==> config.mk <==
export PLATFORM = sky130hd
export DESIGN_NAME = seven_seg_scan_flat
export DESIGN_NICKNAME = d
export VERILOG_FILES = /design/src/rtl/seven_seg_scan_if.sv /design/src/rtl/seven_seg_scan.sv /design/src/flat_wrapper.sv
export SDC_FILE = /design/constraint.sdc
export NUM_CORES = 1
export LEC_CHECK = 0
export BUFFER_PORTS_ARGS = -buffer_cell sky130_fd_sc_hd__buf_4
export CAP_MARGIN = 20
export CORE_UTILIZATION = 30
export CTS_BUF_LIST = sky130_fd_sc_hd__clkbuf_4 sky130_fd_sc_hd__clkbuf_8 sky130_fd_sc_hd__clkbuf_16
export CTS_CLUSTER_SIZE = 16
export DETAILED_ROUTE_END_ITERATION = 16
export GPL_ROUTABILITY_DRIVEN = 0
export PLACE_DENSITY = 0.58
export REMOVE_ABC_BUFFERS = 1
export SETUP_SLACK_MARGIN = 0.2
export SKIP_CTS_REPAIR_TIMING = 1
export SYNTH_ARGS = -nofsm -noshare
export SYNTH_HDL_FRONTEND = slang
export SYNTH_SLANG_ARGS = --single-unit
==> constraint.sdc <==
create_clock -name clk -period 2.6 [get_ports clk]
set_input_delay 0.13 -clock clk [delete_from_list [all_inputs] [get_ports clk]]
set_output_delay 0.13 -clock clk [all_outputs]
set_load 0.02 [all_outputs]
==> src/rtl/seven_seg_scan_if.sv <==
// Display bus for seven_seg_scan: CPU-side value/control inputs and board-side segment/anode pins.
// The blink request lines exist only when SEVEN_SEG_BLINK_EN is defined.
interface seven_seg_scan_if #(
  parameter int DIGITS = 4
);
  logic [4*DIGITS-1:0] value;
  logic                load;
  logic [DIGITS-1:0]   dp;
  logic                lz_blank;
  logic                enable;
`ifdef SEVEN_SEG_BLINK_EN
  logic [DIGITS-1:0]   blink;
`endif
  logic [6:0]          seg;
  logic                seg_dp;
  logic [DIGITS-1:0]   an;

  modport master (
    output value, load, dp, lz_blank, enable,
`ifdef SEVEN_SEG_BLINK_EN
    output blink,
`endif
    input  seg, seg_dp, an
  );

  modport slave (
    input  value, load, dp, lz_blank, enable,
`ifdef SEVEN_SEG_BLINK_EN
    input  blink,
`endif
    output seg, seg_dp, an
  );
endinterface

==> src/rtl/seven_seg_scan.sv <==
// Time-multiplexed 7-segment scanner with shadow registers, leading-zero blanking and a dead cycle per slot.
// Optional per-digit blinking is compiled in with SEVEN_SEG_BLINK_EN.
module seven_seg_scan #(
  parameter int DIGITS         = 4,
  parameter int SCAN_DIV       = 50000,
  parameter int SEG_ACTIVE_LOW = 1,
  parameter int AN_ACTIVE_LOW  = 1,
  parameter int BLINK_DIV      = 64
) (
  input  logic            clk,
  input  logic            rst_n,
  seven_seg_scan_if.slave bus
);

  localparam int IDX_W = (DIGITS > 1) ? $clog2(DIGITS) : 1;
  localparam int CNT_W = $clog2(SCAN_DIV);
  localparam logic [CNT_W-1:0] CNT_MAX = CNT_W'(SCAN_DIV - 1);
  localparam logic [IDX_W-1:0] IDX_MAX = IDX_W'(DIGITS - 1);

  if (DIGITS < 1 || DIGITS > 8 || SCAN_DIV < 2 || BLINK_DIV < 1) begin : g_param_check
    $error("seven_seg_scan: parameter out of range");
  end

  typedef enum logic {DEAD, SHOW} state_t;

  function automatic logic [6:0] seg_enc(input logic [3:0] nib);
    logic [6:0] s;
    case (nib)
      4'h0: s = 7'h3F;  4'h1: s = 7'h06;  4'h2: s = 7'h5B;  4'h3: s = 7'h4F;
      4'h4: s = 7'h66;  4'h5: s = 7'h6D;  4'h6: s = 7'h7D;  4'h7: s = 7'h07;
      4'h8: s = 7'h7F;  4'h9: s = 7'h6F;  4'hA: s = 7'h77;  4'hB: s = 7'h7C;
      4'hC: s = 7'h39;  4'hD: s = 7'h5E;  4'hE: s = 7'h79;  default: s = 7'h71;
    endcase
    return s;
  endfunction

  // Bit k set when nibbles DIGITS-1..k are all zero; digit 0 is never blanked.
  function automatic logic [DIGITS-1:0] lz_mask(input logic [4*DIGITS-1:0] v);
    logic [DIGITS-1:0] m;
    logic              zrun;
    m    = '0;
    zrun = 1'b1;
    for (int k = DIGITS - 1; k >= 1; k--) begin
      zrun = zrun & (v[4*k +: 4] == 4'h0);
      m[k] = zrun;
    end
    return m;
  endfunction

  state_t              state_q, state_d;
  logic [CNT_W-1:0]    cnt_q, cnt_d;
  logic [IDX_W-1:0]    idx_q, idx_d;
  logic                first_q, first_d;
  logic [4*DIGITS-1:0] val_q, val_d;
  logic [DIGITS-1:0]   dpsh_q, dpsh_d;
  logic [6:0]          seg_q, seg_d;
  logic                seg_dp_q, seg_dp_d;
  logic [DIGITS-1:0]   an_q, an_d;
`ifdef SEVEN_SEG_BLINK_EN
  localparam int FRM_W = (BLINK_DIV > 1) ? $clog2(BLINK_DIV) : 1;
  localparam logic [FRM_W-1:0] FRM_MAX = FRM_W'(BLINK_DIV - 1);
  logic [FRM_W-1:0]    frm_q, frm_d;
  logic                phase_q, phase_d;
`endif

  logic                tick;
  logic [DIGITS-1:0]   lzm;
  logic [DIGITS-1:0]   sel;
  logic [6:0]          lit;
  logic                dot;

  always_comb begin
    tick     = (cnt_q == CNT_MAX);
    cnt_d    = tick ? '0 : cnt_q + 1'b1;
    val_d    = bus.load ? bus.value : val_q;
    dpsh_d   = bus.load ? bus.dp : dpsh_q;
    first_d  = first_q & ~tick;

    // The very first tick opens slot 0 instead of advancing past it.
    idx_d = idx_q;
    if (tick && !first_q) begin
      idx_d = (idx_q == IDX_MAX) ? '0 : idx_q + 1'b1;
    end

    state_d = state_q;
    if (tick) begin
      state_d = DEAD;
    end else if (state_q == DEAD) begin
      state_d = SHOW;
    end

`ifdef SEVEN_SEG_BLINK_EN
    frm_d   = frm_q;
    phase_d = phase_q;
    if (tick && !first_q && (idx_q == IDX_MAX)) begin
      if (frm_q == FRM_MAX) begin
        frm_d   = '0;
        phase_d = ~phase_q;
      end else begin
        frm_d = frm_q + 1'b1;
      end
    end
`endif

    lzm = lz_mask(val_q);
    lit = 7'h00;
    dot = 1'b0;
    sel = '0;
    for (int k = 0; k < DIGITS; k++) begin
      if (idx_d == IDX_W'(k)) begin
        lit = (bus.lz_blank && lzm[k]) ? 7'h00 : seg_enc(val_q[4*k +: 4]);
        dot = dpsh_q[k];
        sel[k] = (state_d == SHOW) && !first_d && bus.enable;
`ifdef SEVEN_SEG_BLINK_EN
        if (phase_d && bus.blink[k]) begin
          sel[k] = 1'b0;
        end
`endif
      end
    end
    if (first_d) begin
      lit = 7'h00;
      dot = 1'b0;
    end

    seg_d    = (SEG_ACTIVE_LOW != 0) ? ~lit : lit;
    seg_dp_d = (SEG_ACTIVE_LOW != 0) ? ~dot : dot;
    an_d     = (AN_ACTIVE_LOW != 0) ? ~sel : sel;
  end

  always_ff @(posedge clk or negedge rst_n) begin
    if (!rst_n) begin
      state_q  <= DEAD;
      cnt_q    <= '0;
      idx_q    <= '0;
      first_q  <= 1'b1;
      val_q    <= '0;
      dpsh_q   <= '0;
      seg_q    <= (SEG_ACTIVE_LOW != 0) ? 7'h7F : 7'h00;
      seg_dp_q <= (SEG_ACTIVE_LOW != 0);
      an_q     <= (AN_ACTIVE_LOW != 0) ? '1 : '0;
`ifdef SEVEN_SEG_BLINK_EN
      frm_q    <= '0;
      phase_q  <= 1'b0;
`endif
    end else begin
      state_q  <= state_d;
      cnt_q    <= cnt_d;
      idx_q    <= idx_d;
      first_q  <= first_d;
      val_q    <= val_d;
      dpsh_q   <= dpsh_d;
      seg_q    <= seg_d;
      seg_dp_q <= seg_dp_d;
      an_q     <= an_d;
`ifdef SEVEN_SEG_BLINK_EN
      frm_q    <= frm_d;
      phase_q  <= phase_d;
`endif
    end
  end

  assign bus.seg    = seg_q;
  assign bus.seg_dp = seg_dp_q;
  assign bus.an     = an_q;

endmodule

==> src/flat_wrapper.sv <==
// flat-port wrapper written by rule: the top's interface ports become plain ports
module seven_seg_scan_flat 
#(
  parameter int DIGITS         = 4,
  parameter int SCAN_DIV       = 50000,
  parameter int SEG_ACTIVE_LOW = 1,
  parameter int AN_ACTIVE_LOW  = 1,
  parameter int BLINK_DIV      = 64
)
  (clk, rst_n, bus_value, bus_load, bus_dp, bus_lz_blank, bus_enable, bus_seg, bus_seg_dp, bus_an);
  seven_seg_scan_if #(.DIGITS(DIGITS)) bus_i ();
  input  logic clk;
  input  logic rst_n;
  input wire logic [$bits(bus_i.value)-1:0] bus_value;
  input wire logic [$bits(bus_i.load)-1:0] bus_load;
  input wire logic [$bits(bus_i.dp)-1:0] bus_dp;
  input wire logic [$bits(bus_i.lz_blank)-1:0] bus_lz_blank;
  input wire logic [$bits(bus_i.enable)-1:0] bus_enable;
  output wire logic [$bits(bus_i.seg)-1:0] bus_seg;
  output wire logic [$bits(bus_i.seg_dp)-1:0] bus_seg_dp;
  output wire logic [$bits(bus_i.an)-1:0] bus_an;
  assign bus_i.value = bus_value;
  assign bus_i.load = bus_load;
  assign bus_i.dp = bus_dp;
  assign bus_i.lz_blank = bus_lz_blank;
  assign bus_i.enable = bus_enable;
  assign bus_seg = bus_i.seg;
  assign bus_seg_dp = bus_i.seg_dp;
  assign bus_an = bus_i.an;
  seven_seg_scan #(.DIGITS(DIGITS), .SCAN_DIV(SCAN_DIV), .SEG_ACTIVE_LOW(SEG_ACTIVE_LOW), .AN_ACTIVE_LOW(AN_ACTIVE_LOW), .BLINK_DIV(BLINK_DIV)) u_core (.clk(clk), .rst_n(rst_n), .bus(bus_i));
endmodule
# Word level (Yosys, flattened, before mapping)
# Memory sizes are Yosys's and may differ from the RTL's.
# Cells that the tools add are included.
# W data, S select, Z words.
classes:
  n_shift: 0
  magnitude_cmp: 0
  div: 0
  bitwise_logic: 7
  n_reduce_logical: 12
  n_eq_ne: 5
  mux: 21
  addsub: 2
  multipliers: 0
ops:
  columns: ["op", "n"]
  rows:
  - ["$mux W7", 8]
  - ["$add A16 B1 Y16 const B", 1]
  - ["$eq A16 B16 Y1 const B", 1]
  - ["$mux W16", 1]
  - ["$logic_not A4 Y1", 3]
  - ["$mux W1", 10]
  - ["$not A7 Y7", 1]
  - ["$eq A2 B2 Y1 const B", 3]
  - ["$logic_and A1 B1 Y1", 6]
  - ["$mux W2", 2]
  - ["$not A4 Y4", 1]
  - ["$and A1 B1 Y1", 3]
  - ["$add A2 B1 Y2 const B", 1]
  - ["$eq A2 B1 Y1 const B", 1]
  - ["$logic_not A1 Y1", 2]
  - ["$logic_not A2 Y1", 1]
  - ["$not A1 Y1", 2]
totals:
  input_bits: 25
  mem_bits_rw: 0
  latch_bits: 0
  register_bits: 51
  romBits: 448
  out_inout_bits: 12
  memories: 4
memory_table:
  columns: ["memory", "depth", "width", "rd", "rd_clocked_by_memory_dff", "wr", "line", "rtl"]
  rows:
  - ["(name not given)", 16, 7, 1, 0, 0, "seven_seg_scan.sv:28", "case (nib)"]
  - ["(name not given)", 16, 7, 1, 0, 0, "seven_seg_scan.sv:28", null]
  - ["(name not given)", 16, 7, 1, 0, 0, "seven_seg_scan.sv:28", null]
  - ["(name not given)", 16, 7, 1, 0, 0, "seven_seg_scan.sv:28", null]

# Longest topological paths before layout
# Gate-level depths: netlist of run 1.
depth:
  word_depth: 10
  ltp_mapped: 10

# Worst setup path before layout of run 1
# Ideal clock, no wire load.
synth_path:
  kind: "register -> register"
  from: "register u_core.cnt_q[10]"
  to: "register u_core.seg_q[4], in the netlist u_core.bus.seg[4]"
  stages_incl_launch_ff: 8
  required_ns: 2.516
  n_path_buf: 1
  t_arrival_ns: 2.436
  synth_period_minus_slack_ns: 2.520
  path_slack_ns: 0.080
  path_cell_list: "dfrtp_1 or4_1 or4_1 buf_6 mux2i_4 or3_2 o211ai_1 o31ai_1"
synth_via:
  elab_chain_len: 10
  elab_cells_between_ends: 15
  cone_classes: "eq/ne: 4; mux: 6; bitwise: 3; reduce/logical: 2"
synth_rtl:
  columns: ["element", "line", "rtl"]
  rows:
  - ["start, declared", "seven_seg_scan.sv:51", "logic [CNT_W-1:0] cnt_q, cnt_d;"]
  - ["start signal, assigned", "seven_seg_scan.sv:148", "cnt_q <= cnt_d;"]
  - ["$eq A16 B16 Y1 *", "seven_seg_scan.sv:73", "tick = (cnt_q == CNT_MAX);"]
  - ["$logic_and A1 B1 Y1", "seven_seg_scan.sv:81", "if (tick && !first_q) begin"]
  - ["$mux W2", "seven_seg_scan.sv:81", null]
  - ["$logic_not A2 Y1", "seven_seg_scan.sv:110", "if (idx_d == IDX_W'(k)) begin"]
  - ["$mux W7 (4 in a row)", "seven_seg_scan.sv:110", null]
  - ["$mux W7 *", "seven_seg_scan.sv:121", "if (first_d) begin"]
  - ["$not A7 Y7 *", "seven_seg_scan.sv:126", "seg_d = (SEG_ACTIVE_LOW != 0) ? ~lit : lit;"]
  - ["net u_core.seg_d[4]", "seven_seg_scan.sv:56", "logic [6:0] seg_q, seg_d;"]
  - ["end signal, assigned", "seven_seg_scan.sv:139", "seg_q <= (SEG_ACTIVE_LOW != 0) ? 7'h7F : 7'h00;"]
  - ["end signal, assigned", "seven_seg_scan.sv:153", "seg_q <= seg_d;"]
  - ["end, declared", "seven_seg_scan.sv:56", null]
# Mark *: on every way through the listed nets, which the timed path passes. The rest lies on a longest branch.
# A chain may end at the register's enable or synchronous reset.

# Worst setup path after layout of run 1
layout_path:
  from: "register u_core.cnt_q[5]"
  to: "register u_core.seg_q[2], in the netlist u_core.bus.seg[2]"
# The elaborated chain is that of the path after synthesis.

==> metrics.cfg, run 1 <==
[status]
status=complete, no violations

[sta]
hold_violations=0
fin_crit_sh_pct=96.72
grt_setup_unrepaired=yes
setup_violations=0
drv_slew=0
fin_worst_skew_ps=11.39
fin_crit_ps=2515
fmax_mhz=397.7
slew_headroom_pct=57.33
max_slew.worst_pin.slew_ps=640.0

[worst_setup_path]
worstPathArrival_ps=2740
worstPathRequired_ps=2820
critPathMaxFanout=11
crit_path_start_kind=register
endpoint_kind=register
critPathKind=register to register
r2r_cells=7

[cells_and_area]
layout-drive-gt1-share_pct=26.52
final_nets=444
multi_input_area_sq_um=1878
antenna_cells=0
fillers=1051
seq_area_sq_um=1292
post-route-util_pct=37.50
syn_to_final_growth_pct=19.09

[cts]
h-tree-depth=2
cts.sinks=51
cts_tree=yes
clk_pin_slew_ps=110
root_buffer=clkbuf_8
cts_buffers=5
insertion_delay_ps=310
cts_buffer_depth=2

[grt]
grt_pass1_wl_mm=12.65
grt_use_total_pct=13.99
overflow=0
grt_max_degree=52
grt_pass1_vias=2567
antenna_found_initial=0

[synth]
yosysUniqueCellTypes=57
syn_inst=352
ys_ff_latch=51
synth_edf_count=0
synth-warning-count=0
yosysSeqAreaShare_pct=39.05
syn_avg_cell_area_sq_um=9.402
synth_ff_type=dfrtp_1
syn_area_sq_um=3309
async_flop_share_pct=100.0

[power_and_ir_drop]
swShare_pct=31.70
power_w=0.001822
power_frac_comb_pct=21.9
p_leak_nw=1.744
power_switching_w=0.0005775
p_clk_share_pct=27.6
power_density_nw_per_um2=462.3
p_seq_share_pct=50.5
irDropWorstVdd_mv=0.2365
internal_power_w=0.001244

[routing]
drtIter0Drc=97
route.detailed.drc=0
first_pass_iters=4
ant_nets=0
viasPerCell=5.085
vias=2705
routed_wirelength_mm=7.608
wl_per_cell_microns=14.30

[placed_design]
place_hpwl_mm=5.679
portBuffers=36

[min_path]
hold_depth=3
hp-class=input pin to register

[die]
die_y_microns=107.0
start_util_pct=31.49
num_io_pins=37
rows=37
core_area_sq_um=10510
die_w_microns=107.0
die-area_sq_um=11460

[run]
cap_viol_max_count=0

==> final timing paths <==
kind,startpoint,to,slack (ps)
setup / recovery,u_core.cnt_q[5],u_core.bus.seg[2],90
hold / removal,bus_value[0],u_core.val_q[0],10
setup reg to reg,u_core.cnt_q[5],u_core.bus.seg[2],90
hold reg to reg,u_core.cnt_q[0],u_core.cnt_q[0],490
max in group asynchronous,rst_n,u_core.val_q[7],1790
min in group asynchronous,rst_n,u_core.cnt_q[2],390
==> registers in the layout (all words and copies together), names as in the netlist <==
signal and count:
u_core.val_q 16, u_core.bus.an 4, u_core.idx_q 2, u_core.cnt_q 16
u_core.first_q 1, u_core.dpsh_q 4, u_core.bus.seg_dp 1, u_core.bus.seg 7
==> Yosys cell counts (3+ instances only) <==
| master | count | area (sq um) |
|---|---|---|
| nand3_1 | 16 | 80.08 |
| or3_1 | 4 | 25.02 |
| dfrtp_1 | 38 | 950.9 |
| a21o_1 | 3 | 22.52 |
| clkbuf_1 | 14 | 52.55 |
| dfstp_2 | 13 | 341.6 |
| nor2_1 | 20 | 75.07 |
| xnor2_1 | 6 | 52.55 |
| nand4_1 | 6 | 37.54 |
| inv_1 | 21 | 78.83 |
| xor2_1 | 6 | 52.55 |
| o311ai_0 | 5 | 43.79 |
| o211ai_1 | 8 | 60.06 |
| nand3b_1 | 3 | 22.52 |
| nand2_1 | 37 | 138.9 |
| ha_1 | 24 | 300.3 |
| o21ai_0 | 24 | 120.1 |
| a21oi_1 | 15 | 75.07 |
| nor2b_1 | 8 | 50.05 |
| nand2b_1 | 6 | 37.54 |
| a211oi_1 | 7 | 52.55 |
| mux2i_1 | 8 | 80.08 |
| mux2_2 | 12 | 135.1 |
==> layout by cell type (no fill, tap or decap), types with 7 or more instances in the layout <==
| master | n |
|---|---|
| a211oi_1 | 7 |
| a21oi_1 | 15 |
| buf_4 | 53 |
| dfrtp_1 | 38 |
| dfstp_2 | 13 |
| ha_1 | 24 |
| inv_1 | 21 |
| mux2_2 | 12 |
| mux2i_1 | 7 |
| nand2_1 | 36 |
| nand3_1 | 16 |
| nor2_1 | 20 |
| nor2b_1 | 8 |
| o211ai_1 | 8 |
| o21ai_0 | 23 |
==> worst max-delay path, stage by stage, from the launching register on <==
cell and delay, ps:
dfrtp_1 400, or4b_4 540, or4_4 620, mux2i_4 260, inv_4 100, a311o_1 330, o21ai_1 80, o211ai_1 100
==> through the flow <==
stage               instances  hold WS, ps  setup TNS, ps  cell area [sq um]  worst slack (ps)
floorplan                 333       -165.6         -563.0               3221            -197.9
global placement          520        204.7              0               3774             26.29
detailed placement        520        204.8         -99.55               3774            -54.02
CTS                       528       -151.4         -250.8               3870            -90.82
global route              532        5.437         -28.00               3941            -28.00
finish                    532        12.79              0               3941             85.40
==> cell families (layout without fill, tap and decap cells) <==
family	Yosys count	in the layout	synth area share, %
simple gates	119	119	18.49
compound gates	82	82	16.48
flops	51	51	39.05
buf+inv	41	85	5.179
fa+ha+maj	24	24	9.074
mux	23	23	8.544
xor+xnor	12	12	3.176
==> power groups by stage <==
| stage | Sequential [W] | Combinational (W) | Clock [W] |
|---|---|---|---|
| 2_1_floorplan | 0.000948 | 0.000222 | 0 |
| 3_3_place_gp | 0.000933 | 0.000393 | 0 |
| 3_5_place_dp | 0.000933 | 0.000401 | 0 |
| 4_1_cts | 0.000918 | 0.000403 | 0.000525 |
| 5_1_grt | 0.000929 | 0.000450 | 0.000556 |
| 6_report | 0.000920 | 0.000399 | 0.000503 |
==> final cells by class <==
class / count / area share (%)
Clock buffer: 5 / 1.746
Clock inverter: 3 / 0.6984
Inverter: 22 / 2.159
Multi-Input combinational cell: 260 / 47.65
Sequential cell: 51 / 32.79
Tap cell: 136 / 4.317
Timing Repair Buffer: 55 / 10.63
==> layer usage <==
metal / global-route usage [%] / vias to the layer above / wire (microns)
met5: 0 / - / 0
met4: 3.425 / 0 / 35
met3: 2.188 / 2 / 214
met2: 22.07 / 48 / 3556
met1: 19.92 / 1311 / 3802
li1: - / 1344 / -
Note: power is estimated with default switching activity, not from simulation.
==> inputs of run 2 (changes only) <==
Settings changed: CORE_UTILIZATION 30 to 45, PLACE_DENSITY 0.58 to 0.76.
==> metrics.cfg, run 2 (same netlist as run 1, synthesis figures left out) <==
[min_path]
min_from=bus_value[1]
hold_depth=3
hold_end=u_core.val_q[1]
hp-class=input pin to register

[routing]
ant_nets=0
routed_wirelength_mm=7.548
route.detailed.drc=0
drtIter0Drc=189
viasPerCell=5.547
first_pass_iters=5
wl_per_cell_microns=15.13
vias=2768

[die]
rows=30
die-area_sq_um=7701
start_util_pct=47.66
core_area_sq_um=6944
num_io_pins=37
die_w_microns=87.76
die_y_microns=87.76

[sta]
grt_setup_unrepaired=yes
slew_headroom_pct=57.41
drv_slew=0
fin_worst_skew_ps=11.88
fin_crit_sh_pct=99.35
setup_violations=0
whs_ps=9.927
hold_violations=0
max_slew.worst_pin.slew_ps=638.8
fin_crit_ps=2583
fmax_mhz=387.2

[worst_setup_path]
r2r_cells=7
critPathMaxFanout=7
critPathKind=register to register
r2r_setup_slack_ps=20
endpoint_kind=register
r2r-start=u_core.cnt_q[5]
crit_path_start_kind=register
worstPathArrival_ps=2840
worstPathRequired_ps=2860
r2r_end=u_core.bus.seg[0]

[cells_and_area]
syn_to_final_growth_pct=21.06
final_nets=451
antenna_cells=0
final_common_cell=buf_4
layout-drive-gt1-share_pct=29.03
final_cell_mix=55 x buf_4, 38 x dfrtp_1, 35 x nand2_1
fillers=603

[run]
cap_viol_max_count=0

[cts]
root_buffer=clkbuf_8
cts.sinks=51
cts_buffer_depth=2
cts_tree=yes
insertion_delay_ps=320
cts_buffers=5
clk_pin_slew_ps=110
h-tree-depth=2

[grt]
grt_max_degree=52
grt_use_total_pct=20.23
grt_pass1_wl_mm=12.21
grt_pass1_vias=2571
overflow=0
antenna_found_initial=0

[status]
status=complete, no violations

[power_and_ir_drop]
power_w=0.001829
irDropWorstVdd_mv=0.2357
p_leak_nw=1.791
power_density_nw_per_um2=456.5

[placed_design]
portBuffers=36
place_hpwl_mm=5.282

[run 2: cell count changes in the layout (fill, tap and decap cells not counted), sizes merged]
cell	before	now
buf	54	61
clkinv	1	2
clkinvlp	1	0
[run 2: worst max-delay path by stage]
stage,start,endpoint,slack [ps]
final,u_core.cnt_q[5],u_core.bus.seg[0],20
after global routing,u_core.cnt_q[5],u_core.bus.seg[0],-60
after CTS,u_core.cnt_q[5],u_core.bus.seg[2],-50
after detailed placement,u_core.cnt_q[10],u_core.bus.seg[2],-20
after global placement,u_core.cnt_q[10],u_core.bus.seg[4],30
after floorplan,u_core.cnt_q[10],u_core.bus.seg_dp,-200
[run 2: routing by layer]
| layer | GRT usage (%) | vias up | wire (microns) |
|---|---|---|---|
| li1 | - | 1352 | - |
| met1 | 28.44 | 1310 | 3514 |
| met2 | 31.71 | 89 | 3532 |
| met3 | 2.828 | 17 | 335 |
| met4 | 7.601 | 0 | 165 |
| met5 | 0 | - | 0 |
[run 2: report_power, final]
group          switching [W]  total (W)  internal (W)
clock network       0.000299   0.000498      0.000199
registers          0.0000579   0.000912      0.000854
logic               0.000225   0.000419      0.000194
total               0.000582    0.00183       0.00125
[run 2: per-stage QoR]
| stage | utilization [%] | TNS, ps | instance area (sq um) | std cells | setup slack (ps) |
|---|---|---|---|---|---|
| 6_report | 57.69 | 0 | 4006 | 499 | 17.03 |
| 3_5_place_dp | 53.62 | -32.20 | 3724 | 480 | -20.46 |
| 4_1_cts | 54.99 | -97.23 | 3819 | 488 | -48.68 |
| 5_1_grt | 57.69 | -154.4 | 4006 | 499 | -58.96 |
| 2_1_floorplan | - | -563.0 | 3221 | 333 | -197.9 |
| 3_3_place_gp | 53.62 | 0 | 3724 | 480 | 34.68 |
[run 2: cell type report]
type	instances	area, sq um	area share [%]
Clock buffer	5	68.82	1.718
Sequential cell	51	1292	32.26
Timing Repair Buffer	62	490.5	12.24
Clock inverter	3	26.28	0.6558
Multi-Input combinational cell	260	1921	47.94
Inverter	22	87.58	2.186
Tap cell	96	120.1	2.998
[run 2: critical path, stage by stage (launching register included)]
cell and delay, ps:
dfrtp_1 400, or4b_4 540, or4_4 600, mux2i_4 290
clkinv_4 140, buf_6 150, a211o_1 280, nand4_1 110
==> inputs of run 3 (changes only) <==
Settings changed: PLACE_DENSITY 0.76 to 0.74, REMOVE_ABC_BUFFERS 1 to not set, SKIP_CTS_REPAIR_TIMING 1 to not set.
Clock period 2.6 ns to 3.2 ns, I/O delays scaled along.
==> metrics.cfg, run 3 (same netlist as run 1, synthesis figures left out) <==
[die]
die_w_microns=87.76
core_area_sq_um=6944
die-area_sq_um=7701
num_io_pins=37
rows=30
die_y_microns=87.76
start_util_pct=47.66

[sta]
grt_setup_unrepaired=no
slew_headroom_pct=56.21
hold_violations=0
max_slew.worst_pin.slew_ps=656.9
fin_crit_ps=2738
fin_worst_skew_ps=10.76
fin_crit_sh_pct=85.58
drv_slew=0
setup_violations=0
totalNegativeSetupSlack_ps=0
fin_ws_ps=461.5
fmax_mhz=365.2

[grt]
grt_use_total_pct=19.88
antenna_found_initial=0
grt_pass1_vias=2437
grt_pass1_wl_mm=11.77
overflow=0
grt_max_degree=52

[routing]
route.detailed.drc=0
first_pass_iters=4
viasPerCell=5.539
wl_per_cell_microns=14.66
vias=2653
ant_nets=0
routed_wirelength_mm=7.020
drtIter0Drc=204

[cts]
clk_pin_slew_ps=100
cts_buffer_depth=2
cts.sinks=51
insertion_delay_ps=310
cts_buffers=5
cts_tree=yes
h-tree-depth=2
root_buffer=clkbuf_8

[placed_design]
portBuffers=36
post_dp_cell_area_sq_um=3633
preCtsSetupSlack_ps=395.3
place_hpwl_mm=5.167

[worst_setup_path]
critPathMaxFanout=8
r2r-start=u_core.cnt_q[10]
r2r_setup_slack_ps=460
critPathKind=register to register
r2r_cells=6
r2r_end=u_core.bus.seg[4]
worstPathRequired_ps=3450
worstPathArrival_ps=2980
crit_path_start_kind=register
endpoint_kind=register
startpoint=u_core.cnt_q[10]

[status]
status=complete, no violations

[min_path]
hold_depth=3
hold_end=u_core.dpsh_q[0]
hp-class=input pin to register
min_from=bus_dp[0]

[cells_and_area]
final_cell_mix=41 x buf_4, 38 x dfrtp_1, 37 x nand2_1
fin_area_sq_um=3774
final_common_cell=buf_4
antenna_cells=0
final_nets=431
syn_to_final_growth_pct=14.03
layout-drive-gt1-share_pct=22.19

[power_and_ir_drop]
irDropWorstVdd_mv=0.2677
p_leak_nw=1.688
power_density_nw_per_um2=406.2

[synth]
synth_nets=401

[run]
cap_viol_max_count=0

run 3: changes by cell type in the layout (fill, tap and decap cells not counted), moves of 2 or more:
cell and change:
o21ai_0 +4, nand2_1 +2, buf_4 -14, o311ai_0 +3, buf_6 -6, o21ai_2 -2, clkinv_4 -2, o21ai_1 -2
run 3: cell type report:
class	instances	area, sq um
sequential	51	1292
multi-input combinational	260	1846
timing repair buffer	42	317.8
tap	96	120.1
fill	639	3171
clock inverter	3	46.29
inverter	22	82.58
clock buffer	5	68.82
run 3: worst max-delay path: stages (launching register included):
cell	delay, ps
dfrtp_1	430
or4_1	550
or4_1	720
mux2i_4	290
or3_2	510
o211ai_1	100
o31ai_1	80
run 3: where the power goes:
| group | leakage, nW | internal, W | switching (W) | total, W |
|---|---|---|---|---|
| sequential | 0.612 | 0.000694 | 0.0000581 | 0.000752 |
| combinational | 1.02 | 0.000152 | 0.000160 | 0.000311 |
| clock | 0.0548 | 0.000236 | 0.000234 | 0.000470 |
| total | 1.69 | 0.00108 | 0.000452 | 0.00153 |
run 3: stage by stage:
stage / total power, W / std cells / utilization, % / hold WS [ps]
2_1_floorplan: 0.0009627 / 352 / - / -135.6
3_3_place_gp: 0.001068 / 468 / 52.32 / 228.9
3_5_place_dp: 0.001074 / 468 / 52.32 / 235.1
4_1_cts: 0.001544 / 477 / 54.13 / 49.80
5_1_grt: 0.001610 / 479 / 54.34 / 48.98
6_report: 0.001533 / 479 / 54.34 / 52.56
run 3: repair_timing:
| item | in CTS | in global routing |
|---|---|---|
| gates resized for setup | 0 | 0 |
| endpoints found under the setup margin | 0 | 1 |
| hold buffers | 1 | 0 |
| buffers inserted | 0 | 2 |
| hold endpoints to repair | 38 | 0 |
run 3: layer usage:
metal / vias up / GRT usage [%] / wire [microns]
met2: 76 / 30.66 / 3267
met3: 5 / 3.582 / 390
met4: 0 / 4.471 / 40
li1: 1321 / - / -
met1: 1251 / 29.07 / 3321
met5: - / 0 / 0
run 3: how the worst max path moves through the flow:
stage	end	slack, ps	cells past startpoint
5_1_grt	u_core.bus.seg[2]	270	7
3_3_place_gp	u_core.bus.seg[2]	430	7
4_1_cts	u_core.bus.seg[2]	370	7
2_1_floorplan	u_core.bus.seg[4]	680	7
3_5_place_dp	u_core.bus.seg[2]	400	7
6_report	u_core.bus.seg[4]	460	6
